File: src/rtl/cla_adder_pipelined.sv
// Two-stage pipelined carry-lookahead adder/subtractor with valid/ready handshakes.
// Stage 1 registers operands and group generate/propagate; stage 2 resolves carries and flags.
module cla_adder_pipelined #(
    parameter int WIDTH = 16,
    parameter int GROUP = 4
) (
    input  logic             clk,
    input  logic             rst_n,
    input  logic             in_valid,
    output logic             in_ready,
    input  logic [WIDTH-1:0] X,
    input  logic [WIDTH-1:0] Y,
    input  logic             Cin,
    input  logic             SUB,
    output logic             out_valid,
    input  logic             out_ready,
    output logic [WIDTH-1:0] S,
    output logic             Cout,
    output logic             Ovf,
    output logic             Zero
);

    localparam int NGRP = WIDTH / GROUP;
    localparam int MAXN = (GROUP > NGRP) ? GROUP : NGRP;

    // Flattened sum-of-products carry into position n: no term depends on another carry.
    function automatic logic lookahead(input logic cin, input logic [MAXN-1:0] g,
                                       input logic [MAXN-1:0] p, input int n);
        logic res;
        logic term;
        res = 1'b0;
        for (int j = 0; j < MAXN; j++) begin
            if (j < n) begin
                term = g[j];
                for (int k = j + 1; k < MAXN; k++) begin
                    if (k < n) term = term & p[k];
                end
                res = res | term;
            end
        end
        term = cin;
        for (int k = 0; k < MAXN; k++) begin
            if (k < n) term = term & p[k];
        end
        return res | term;
    endfunction

    logic             w_s1Adv;
    logic             w_s2Load;
    logic [WIDTH-1:0] w_yEff;
    logic             w_c0;
    logic [WIDTH-1:0] w_g;
    logic [WIDTH-1:0] w_p;
    logic [NGRP-1:0]  w_grpG;
    logic [NGRP-1:0]  w_grpP;

    logic             r_s1Valid;
    logic [WIDTH-2:0] r_s1X;
    logic [WIDTH-2:0] r_s1Y;
    logic             r_s1SignX;
    logic             r_s1SignY;
    logic             r_s1C0;
    logic [NGRP-1:0]  r_s1G;
    logic [NGRP-1:0]  r_s1P;

    logic [WIDTH-1:0] w_gb;
    logic [WIDTH-1:0] w_pb;
    logic [NGRP-1:0]  w_cg;
    logic [WIDTH-1:0] w_c;
    logic             w_cout;
    logic [WIDTH-1:0] w_sum;

    logic             r_s2Valid;
    logic [WIDTH-1:0] r_s2Sum;
    logic             r_s2Cout;
    logic             r_s2Ovf;
    logic             r_s2Zero;

    assign w_s2Load = !r_s2Valid || out_ready;
    assign w_s1Adv  = !r_s1Valid || w_s2Load;
    assign in_ready = w_s1Adv;

    // Subtraction is X + ~Y + 1, so Cin is overridden by the forced carry-in.
    assign w_yEff = SUB ? ~Y : Y;
    assign w_c0   = SUB | Cin;
    assign w_g    = X & w_yEff;
    assign w_p    = X ^ w_yEff;

    always_comb begin
        logic [MAXN-1:0] gv;
        logic [MAXN-1:0] pv;
        w_grpG = '0;
        w_grpP = '0;
        for (int k = 0; k < NGRP; k++) begin
            gv = '0;
            pv = '0;
            gv[GROUP-1:0] = w_g[k*GROUP +: GROUP];
            pv[GROUP-1:0] = w_p[k*GROUP +: GROUP];
            w_grpG[k] = lookahead(1'b0, gv, pv, GROUP);
            w_grpP[k] = &w_p[k*GROUP +: GROUP];
        end
    end

    always_ff @(posedge clk or negedge rst_n) begin
        if (!rst_n) begin
            r_s1Valid <= 1'b0;
            r_s1X     <= '0;
            r_s1Y     <= '0;
            r_s1SignX <= 1'b0;
            r_s1SignY <= 1'b0;
            r_s1C0    <= 1'b0;
            r_s1G     <= '0;
            r_s1P     <= '0;
        end else if (w_s1Adv) begin
            r_s1Valid <= in_valid;
            if (in_valid) begin
                r_s1X     <= X[WIDTH-2:0];
                r_s1Y     <= w_yEff[WIDTH-2:0];
                r_s1SignX <= X[WIDTH-1];
                r_s1SignY <= w_yEff[WIDTH-1];
                r_s1C0    <= w_c0;
                r_s1G     <= w_grpG;
                r_s1P     <= w_grpP;
            end
        end
    end

    assign w_gb = {r_s1SignX & r_s1SignY, r_s1X & r_s1Y};
    assign w_pb = {r_s1SignX ^ r_s1SignY, r_s1X ^ r_s1Y};

    // Second-level lookahead gives every group carry-in directly from c0 and group G/P.
    always_comb begin
        logic [MAXN-1:0] grpG;
        logic [MAXN-1:0] grpP;
        logic [MAXN-1:0] gv;
        logic [MAXN-1:0] pv;
        grpG = '0;
        grpP = '0;
        grpG[NGRP-1:0] = r_s1G;
        grpP[NGRP-1:0] = r_s1P;
        w_cg = '0;
        w_c  = '0;
        for (int k = 0; k < NGRP; k++) begin
            w_cg[k] = lookahead(r_s1C0, grpG, grpP, k);
        end
        w_cout = lookahead(r_s1C0, grpG, grpP, NGRP);
        for (int k = 0; k < NGRP; k++) begin
            gv = '0;
            pv = '0;
            gv[GROUP-1:0] = w_gb[k*GROUP +: GROUP];
            pv[GROUP-1:0] = w_pb[k*GROUP +: GROUP];
            for (int j = 0; j < GROUP; j++) begin
                w_c[k*GROUP + j] = lookahead(w_cg[k], gv, pv, j);
            end
        end
    end

    assign w_sum = w_pb ^ w_c;

    always_ff @(posedge clk or negedge rst_n) begin
        if (!rst_n) begin
            r_s2Valid <= 1'b0;
            r_s2Sum   <= '0;
            r_s2Cout  <= 1'b0;
            r_s2Ovf   <= 1'b0;
            r_s2Zero  <= 1'b0;
        end else if (w_s2Load) begin
            r_s2Valid <= r_s1Valid;
            if (r_s1Valid) begin
                r_s2Sum  <= w_sum;
                r_s2Cout <= w_cout;
                r_s2Ovf  <= w_c[WIDTH-1] ^ w_cout;
                r_s2Zero <= ~|w_sum;
            end
        end
    end

    assign out_valid = r_s2Valid;
    assign S         = r_s2Sum;
    assign Cout      = r_s2Cout;
    assign Ovf       = r_s2Ovf;
    assign Zero      = r_s2Zero;

endmodule

File: config.mk
export PLATFORM = sky130hd
export DESIGN_NAME = cla_adder_pipelined
export DESIGN_NICKNAME = d
export VERILOG_FILES = /design/src/rtl/cla_adder_pipelined.sv
export SDC_FILE = /design/constraint.sdc
export NUM_CORES = 1
export LEC_CHECK = 0
export CAP_MARGIN = 40
export CORE_MARGIN = 2
export CORE_UTILIZATION = 55
export DETAILED_ROUTE_END_ITERATION = 16
export PLACE_DENSITY = 0.85
export SLEW_MARGIN = 20
export SYNTH_ARGS = -nofsm -noshare
export SYNTH_HDL_FRONTEND = slang
export SYNTH_SLANG_ARGS = --single-unit
File: constraint.sdc
create_clock -name clk -period 4.25 [get_ports clk]
set_clock_uncertainty 0.2 [all_clocks]
set_input_delay 0.85 -clock clk [delete_from_list [all_inputs] [get_ports clk]]
set_output_delay 0.85 -clock clk [all_outputs]
set_load 0.03 [all_outputs]
Yosys cells after proc, flatten, opt, wreduce, memory -nomap -nowiden

Cells that the tools add are included.

Bits in registers: 62
Input bits: 38
Output and inout bits: 21
Logic and storage cells: 139

Mux-type cells: 1
Bitwise logic cells: 113
Reductions and logical operators: 12

Operators by type and width:

| operator            | count |
|---|---|
| 1-bit bitwise AND   | 58 |
| 1-bit OR            | 47 |
| 16-bit XOR          | 2 |
| 16-bit bitwise AND  | 1 |
| 16-bit 2-to-1 mux   | 1 |
| 16-bit inverter     | 1 |
| 4-bit AND reduction | 4 |
| 16-bit OR reduction | 1 |
| 15-bit bitwise AND  | 1 |
| 15-bit XOR          | 1 |
| 2-bit AND reduction | 2 |
| 1-bit zero test     | 3 |
| 1-bit logical OR    | 2 |
| 1-bit XOR           | 2 |

Longest topological paths before layout

Depth after elaboration: 12
Mapped depth: 9
Depth with buffers taken out: 9

Worst setup path before layout

No wires, ideal clock.

Path kind: input -> register
Start: in SUB
End: reg r_s1G[1]
Setup time: 0.134 ns
Data arrival time: 2.249 ns
Data required time: 3.916 ns
Slack: 1.668 ns
Stages: 8
Path buffers: 2
Cell sequence: buf_2 buf_2 xor2_1 ha_1 a21o_1 a21o_1 a21oi_1 o21ai_0

Word-level cells in the longest chain between the ends: 8
Elaborated cells on any way between the ends: 12
Classes of those cells: mux (1); bitwise (11)

Ends and longest elaborated chain:

| what                            | RTL line | source |
|---|---|---|
| from (decl)                     | 14       | `input logic SUB,` |
| 16-bit 2-to-1 mux *             | 84       | `assign w_yEff = SUB ? ~Y : Y;` |
| named net w_yEff[5]             | 50       | `logic [WIDTH-1:0] w_yEff;` |
| 16-bit XOR                      | 87       | `assign w_p = X ^ w_yEff;` |
| 1-bit bitwise AND (3 in series) | 36       | `if (k < n) term = term & p[k];` |
| 1-bit OR * (3 in series)        | 38       | `res = res \| term;` |
| to (signal assigned)            | 122      | `r_s1G <= w_grpG;` |
| to (decl)                       | 63       | `logic [NGRP-1:0] r_s1G;` |

Mark *: on every way through the listed nets, which the timed path passes. The rest lies on a longest branch.
A chain may end at the register's enable or synchronous reset.

Worst setup path after layout

Start: in out_ready
End: out in_ready

Word-level cells in the longest chain between the ends: 2

Ends and longest elaborated chain:

| what             | RTL line | source |
|---|---|---|
| from (decl)      | 16       | `input logic out_ready,` |
| 1-bit logical OR | 79       | `assign w_s2Load = !r_s2Valid \|\| out_ready;` |
| 1-bit logical OR | 80       | `assign w_s1Adv = !r_s1Valid \|\| w_s2Load;` |
| to (decl)        | 10       | `output logic in_ready,` |

Every way passes these cells.

==> flow_summary_export.csv <==
group,metric,value,unit
global_route,antenna_found_initial,0,
cells_and_area,multi_input_area,1740,sq um
worst_hold_path,hold_path_class,"in -> async",
synth,synth_seq_cells,62,
power,power.density,538,nW/um^2
power,power.leakage,0.00194,uW
critical_path,end_kind,"primary output",
synth,synthCells,289,
status,outcome,"complete, no violations",
die,die-area,6730,sq um
global_route,grtUsageTotal,21.0,%
clocking,cts_tree,"done",
die,fp.dieW,82.0,microns
power,seq_power_share,36.4,%
power,intPower,1490,uW
synth,ys_async_sr_fraction,100,%
critical_path,critPathSlowestCell,"clkdlybuf4s50_1",
cells_and_area,antenna_cells,0,
critical_path,worstPathArrival,2.15,ns
cells_and_area,final_area,4250,sq um
die,start_util,56.9,%
power,swShare,34.6,%
cells_and_area,drive_gt1_share,15.4,%
critical_path,cp_common_cell,"clkdlybuf4s50_1",
clocking,h-tree-depth,3,
synth,syn_area_per_cell,11.6,sq um
placement,gp_congestion,0.780,
sta,finalHoldViolCount,0,
placement,dp_hpwl,4790,microns
clocking,clock_latency,0.34,ns
cells_and_area,fill_cells,416,
die,pin_count,59,
sta,setup_violations,0,
cells_and_area,num-nets-final,427,
synth,synth_fp_nets,363,
sta,post-route-min-period,3.20,ns
cells_and_area,final_common_cell,"dfrtp_1",
synth,synth_flop_cell,"dfrtp_1",
cells_and_area,fin_cells,433,
critical_path,slowest_delay,0.68,ns
clocking,numCtsBuffers,9,
synth,synth_cell_types,32,
drt,initialDrtViolationCount,129,
placement,place_inst,416,
synth,yosysSeqAreaShare,46.3,%
placement,portBuffers,58,
sta,tightest_slew,0.816,ns
drt,wl_per_cell,14.7,microns
clocking,path_clk_slew,0.06,ns
drt,avgViaCountPerCell,5.31,
power,clkPwrFrac,24.8,%
clocking,post_cts_buffers,0,
synth,yosys_warnings,0,
global_route,grt_pass1_vias,2275,
global_route,grt_first_pass_wirelength,10400,microns
global_route,grt_max_degree,52,
critical_path,critPathTopFamily,"buffers and inverters",
global_route,grt_overflow,0,
sta,slew_headroom,45.5,%
power,p_total,2280,uW
power,p_comb_share,38.8,%
critical_path,worstSetupPathType,"in -> out",
cells_and_area,area_growth,26.8,%
drt,drtPass1Iterations,4,
drt,drc_errors,0,
sta,fin_crit_sh,75.2,%
die,rows,28,
sta,tns,0,ns
critical_path,path_buf_inv,2,
clocking,postCtsResizedCells,0,
flow_run,cap_violations,0,
critical_path,crit_path_max_fanout,3,
clocking,root_buffer,"clkbuf_8",
synth,synth.cell_area,3350,sq um
cells_and_area,regArea,1550,sq um
cells_and_area,final_cell_mix,"62 x dfrtp_1, 57 x clkdlybuf4s50_1, 34 x mux2_2",
sta,finalMaxSlewViolations,0,
drt,via_count,2300,
drt,postRouteWirelength,6380,microns
critical_path,startpoint_type,"input port",
die,core-area,5890,sq um
placement,dpl-instance-area,4020,sq um
clocking,ctsHoldBuffers,0,
clocking,cts_sinks,62,
synth,synth_edf_count,0,
sta,max_freq,313,MHz
critical_path,critPathRequiredTime,3.20,ns
critical_path,worstPathCellList,"clkdlybuf4s50_1 > nand3b_1 > clkdlybuf4s50_1",
drt,drtAntennaViolNets,0,
die,die_h,82.0,microns
power,p_sw,790,uW
power,ir_drop,0.387,mV
clocking,clock_path_buffers,2,
sta,rsz0062_at_grt,"no",
## power groups by stage
stage	Combinational (uW)	Sequential [uW]	Clock, uW
6_report	887	831	566
5_1_grt	975	847	602
2_1_floorplan	411	981	0
3_5_place_dp	885	841	0
3_3_place_gp	861	834	0
4_1_cts	893	831	573
## synth_stat cells, types with 3 or more instances
cell type / count / share of area [%]
xor2_1: 20 / 5.2
nand2b_1: 4 / 0.75
buf_2: 5 / 0.75
clkbuf_1: 4 / 0.45
o21a_1: 3 / 0.67
nor2_1: 5 / 0.56
nand2_1: 33 / 3.7
nand4_1: 7 / 1.3
a21o_1: 11 / 2.5
fa_1: 4 / 2.4
a21oi_1: 9 / 1.3
o211ai_1: 3 / 0.67
xnor2_1: 10 / 2.6
ha_1: 32 / 12
mux2_2: 34 / 11
inv_1: 3 / 0.34
o21ai_0: 21 / 3.1
dfrtp_1: 62 / 46
## through the flow
step	util [%]	worst slack, ns	hold WS (ns)
after floorplan	-	1.67	0.250
after global placement	67.9	0.960	0.261
after detailed placement	68.2	0.867	0.265
after CTS	71.9	1.05	0.263
after global routing	72.2	1.00	0.283
final	72.2	1.05	0.257
## logic make-up after synthesis
kind of cell	synth area share, %
and+or+nand+nor	9.04
xor gates and xnor gates	7.85
AOI/OAI and AO/OA	9.34
DFF	46.3
muxes	11.4
adders and majority gates	14.3
buffers and inverters	1.64
## registers in the layout, indices dropped and copies added, names as in the netlist
signal	flops
r_s1X	15
r_s1Valid	1
r_s1C0	1
r_s1SignY	1
Cout	1
r_s1Y	15
out_valid	1
Zero	1
r_s1G	4
S	16
r_s1P	4
r_s1SignX	1
Ovf	1
## layout make-up
cell class              count  share of cell area (%)
inverters                   3                   0.265
flip-flops and latches     62                    36.5
multi-input cells         214                    41.0
well taps                  75                    2.21
repair buffers             63                    14.9
clock buffers              12                    3.42
clock inverters             4                    1.65
## worst register-to-register path, delay by kind of cell, from the launching register on
family / cells / cell delay [ns]
compound gates: 5 / 1.19
flops: 1 / 0.41
fa+ha+maj: 1 / 0.21
simple gates: 3 / 0.66
## worst paths after layout
check	from	to	slack (ns)	cells past startpoint
max	out_ready	in_ready	1.05	3
min	rst_n	r_s1X[3]	0.26	1
max reg2reg	r_s1C0	Ovf	1.45	9
min reg2reg	S[10]	S[10]	0.27	2
max in group asynchronous	rst_n	r_s1Y[13]	3.03	2
min in group clk	S[10]	S[10]	0.27	2
## routing by layer
metal / track usage (%) / up-vias / share of wire, %
met1: 28.4 / 1085 / 48
met4: 10.7 / 0 / 1.9
li1: - / 1150 / -
met2: 31.7 / 55 / 46
met3: 4.84 / 10 / 3.9
met5: 0 / - / 0
Power figures use the tool's default switching activity.
==> patch, RTL diff (config.mk and constraints unchanged) <==
Put one more register stage on the output `Ovf`, cleared by the reset. The value now appears one clock later. The other outputs are not delayed to match.
--- a/src/rtl/cla_adder_pipelined.sv
+++ b/src/rtl/cla_adder_pipelined.sv
@@ -178,7 +178,13 @@
     assign out_valid = r_s2Valid;
     assign S         = r_s2Sum;
     assign Cout      = r_s2Cout;
-    assign Ovf       = r_s2Ovf;
+    always_ff @(posedge clk or negedge rst_n) begin
+        if (!rst_n) begin
+            Ovf <= '0;
+        end else begin
+            Ovf <= r_s2Ovf;
+        end
+    end
     assign Zero      = r_s2Zero;
 
 endmodule
Behaviour: not the same (Yosys sat finds a counterexample within 4 cycles, from zero or initial values and one cycle with rst_n low).
==> patch against the original RTL <==
  * Worst setup slack better by 3.3 ps
  * Area after synthesis up 0.49%
  * Final cell count up 0.46%
  * Power about the same
  * Sequential cell count up 1
  * Register-to-register slack worse by 380 ps
  * Critical endpoint unchanged
  * Wire length up 6.1%
  * Cell area about the same
  * Non-clock buffer count unchanged
  * Critical path type unchanged
==> patch: results (changes against the original RTL) <==
Run status
  • Outcome: finished clean

Global route
  • Overall global routing resource usage: 22.3% (+1.3 points)
  • Pin count of the biggest net entering global routing: 51 (-1.9%)

Setup path
  • Critical-path top delay cell: clkdlybuf4s50_1
  • R2R Path End: Zero
  • FF-to-FF setup slack: 1070 ps (-380 ps)

Finish
  • Non-Clock Buffer Area Fraction: 15.1% (+0.17 points)
  • Net count, final: 430 (+0.70%)
  • Area of the multi-input gates: 1740 um^2 (about the same)
  • Layout cell share with drive strength beyond 1: 15.0% (-0.36 points)
  • Max reg flops: 16 (unchanged)
  • Seq area share: 37.1% (+0.58 points)
  • Fillers: 432 (+3.8%)
  • Multi-input gates: 219 (+2.3%)
  • Non-clock inverter count: 0 (-3)
  • ClkCell Share: 4.62% (-0.44 points)

Drt
  • Drt first-iter violations: 137 (+6.2%)
  • Wire length per cell: 15.6 um (+5.6%)
  • Via count: 2360 (+2.6%)
  • Number of detailed-route iterations in the first pass: 5 (+1)

STA
  • Worst-margin pin slew: 822 ps (+6.04 ps)
  • Final hold slack: 197 ps (-59.9 ps)

Synth
  • Top post-synthesis cells by count: dfrtp_1 (63), nand2_1 (46), ha_1 (32), mux2_2 (32)
  • Primary FF master, synth: dfrtp_1
  • Xor/xnor share of the synthesized area: 8.33% (+0.48 points)
  • Post-synthesis compound-gate area fraction: 9.00% (-0.34 points)
  • Post-Synth Adder-Cell Area: 14.3% (-0.069 points)
  • Synth cell types: 28 (-13%)
  • Synth Net Count: 367 (+1.1%)
  • Sequential-to-total area share from yosys stat: 46.9% (+0.52 points)
  • Dominant cells by area after synthesis: dfrtp_1 (47%), ha_1 (12%), mux2_2 (11%), nand2_1 (5.1%), xor2_1 (4.9%)
  • Post-synthesis mux area share: 10.7% (-0.72 points)

Place
  • Gp weighted congestion: 0.821 (+5.2%)
  • Dpl hpwl: 5120 um (+6.9%)

Clock network
  • Clk sinks: 63 (+1.6%)

Pwr
  • Worst vdd ir: 0.379 mV (-2.0%)
  • Leak pwr: 1.95 nW (+0.39%)

Min path
  • Hold WC Path Type: flop to flop
[patch: cell families (layout without fill, tap and decap cells)]
family          after synthesis  after routing
mux                          32             32
xor+xnor                     32             32
flops                        63             63
fa+ha+maj                    36             36
buf+inv                      11             78
compound gates               49             49
simple gates                 70             70
[patch: per-layer routing]
metal | vias up | GRT usage [%] | share of wire, %
met5 | - | 0 | 0
met4 | 0 | 12.2 | 2.7
met3 | 15 | 3.48 | 3.1
met2 | 62 | 35.8 | 50
met1 | 1133 | 28.9 | 45
li1 | 1150 | - | -
[patch: where the power goes]
part	internal (mW)	switching, mW
logic	0.416	0.494
clock network	0.297	0.225
registers	0.751	0.101
[patch: stage by stage]
stage                     util (%)  cells  cell area, um^2  setup slack, ps
after floorplan                  -    293             3360             1640
after global placement        67.7    418             4010              984
after detailed placement      68.2    419             4040              902
after CTS                     71.5    434             4230             1050
after global routing          71.7    435             4250              953
final                         71.7    435             4250             1060
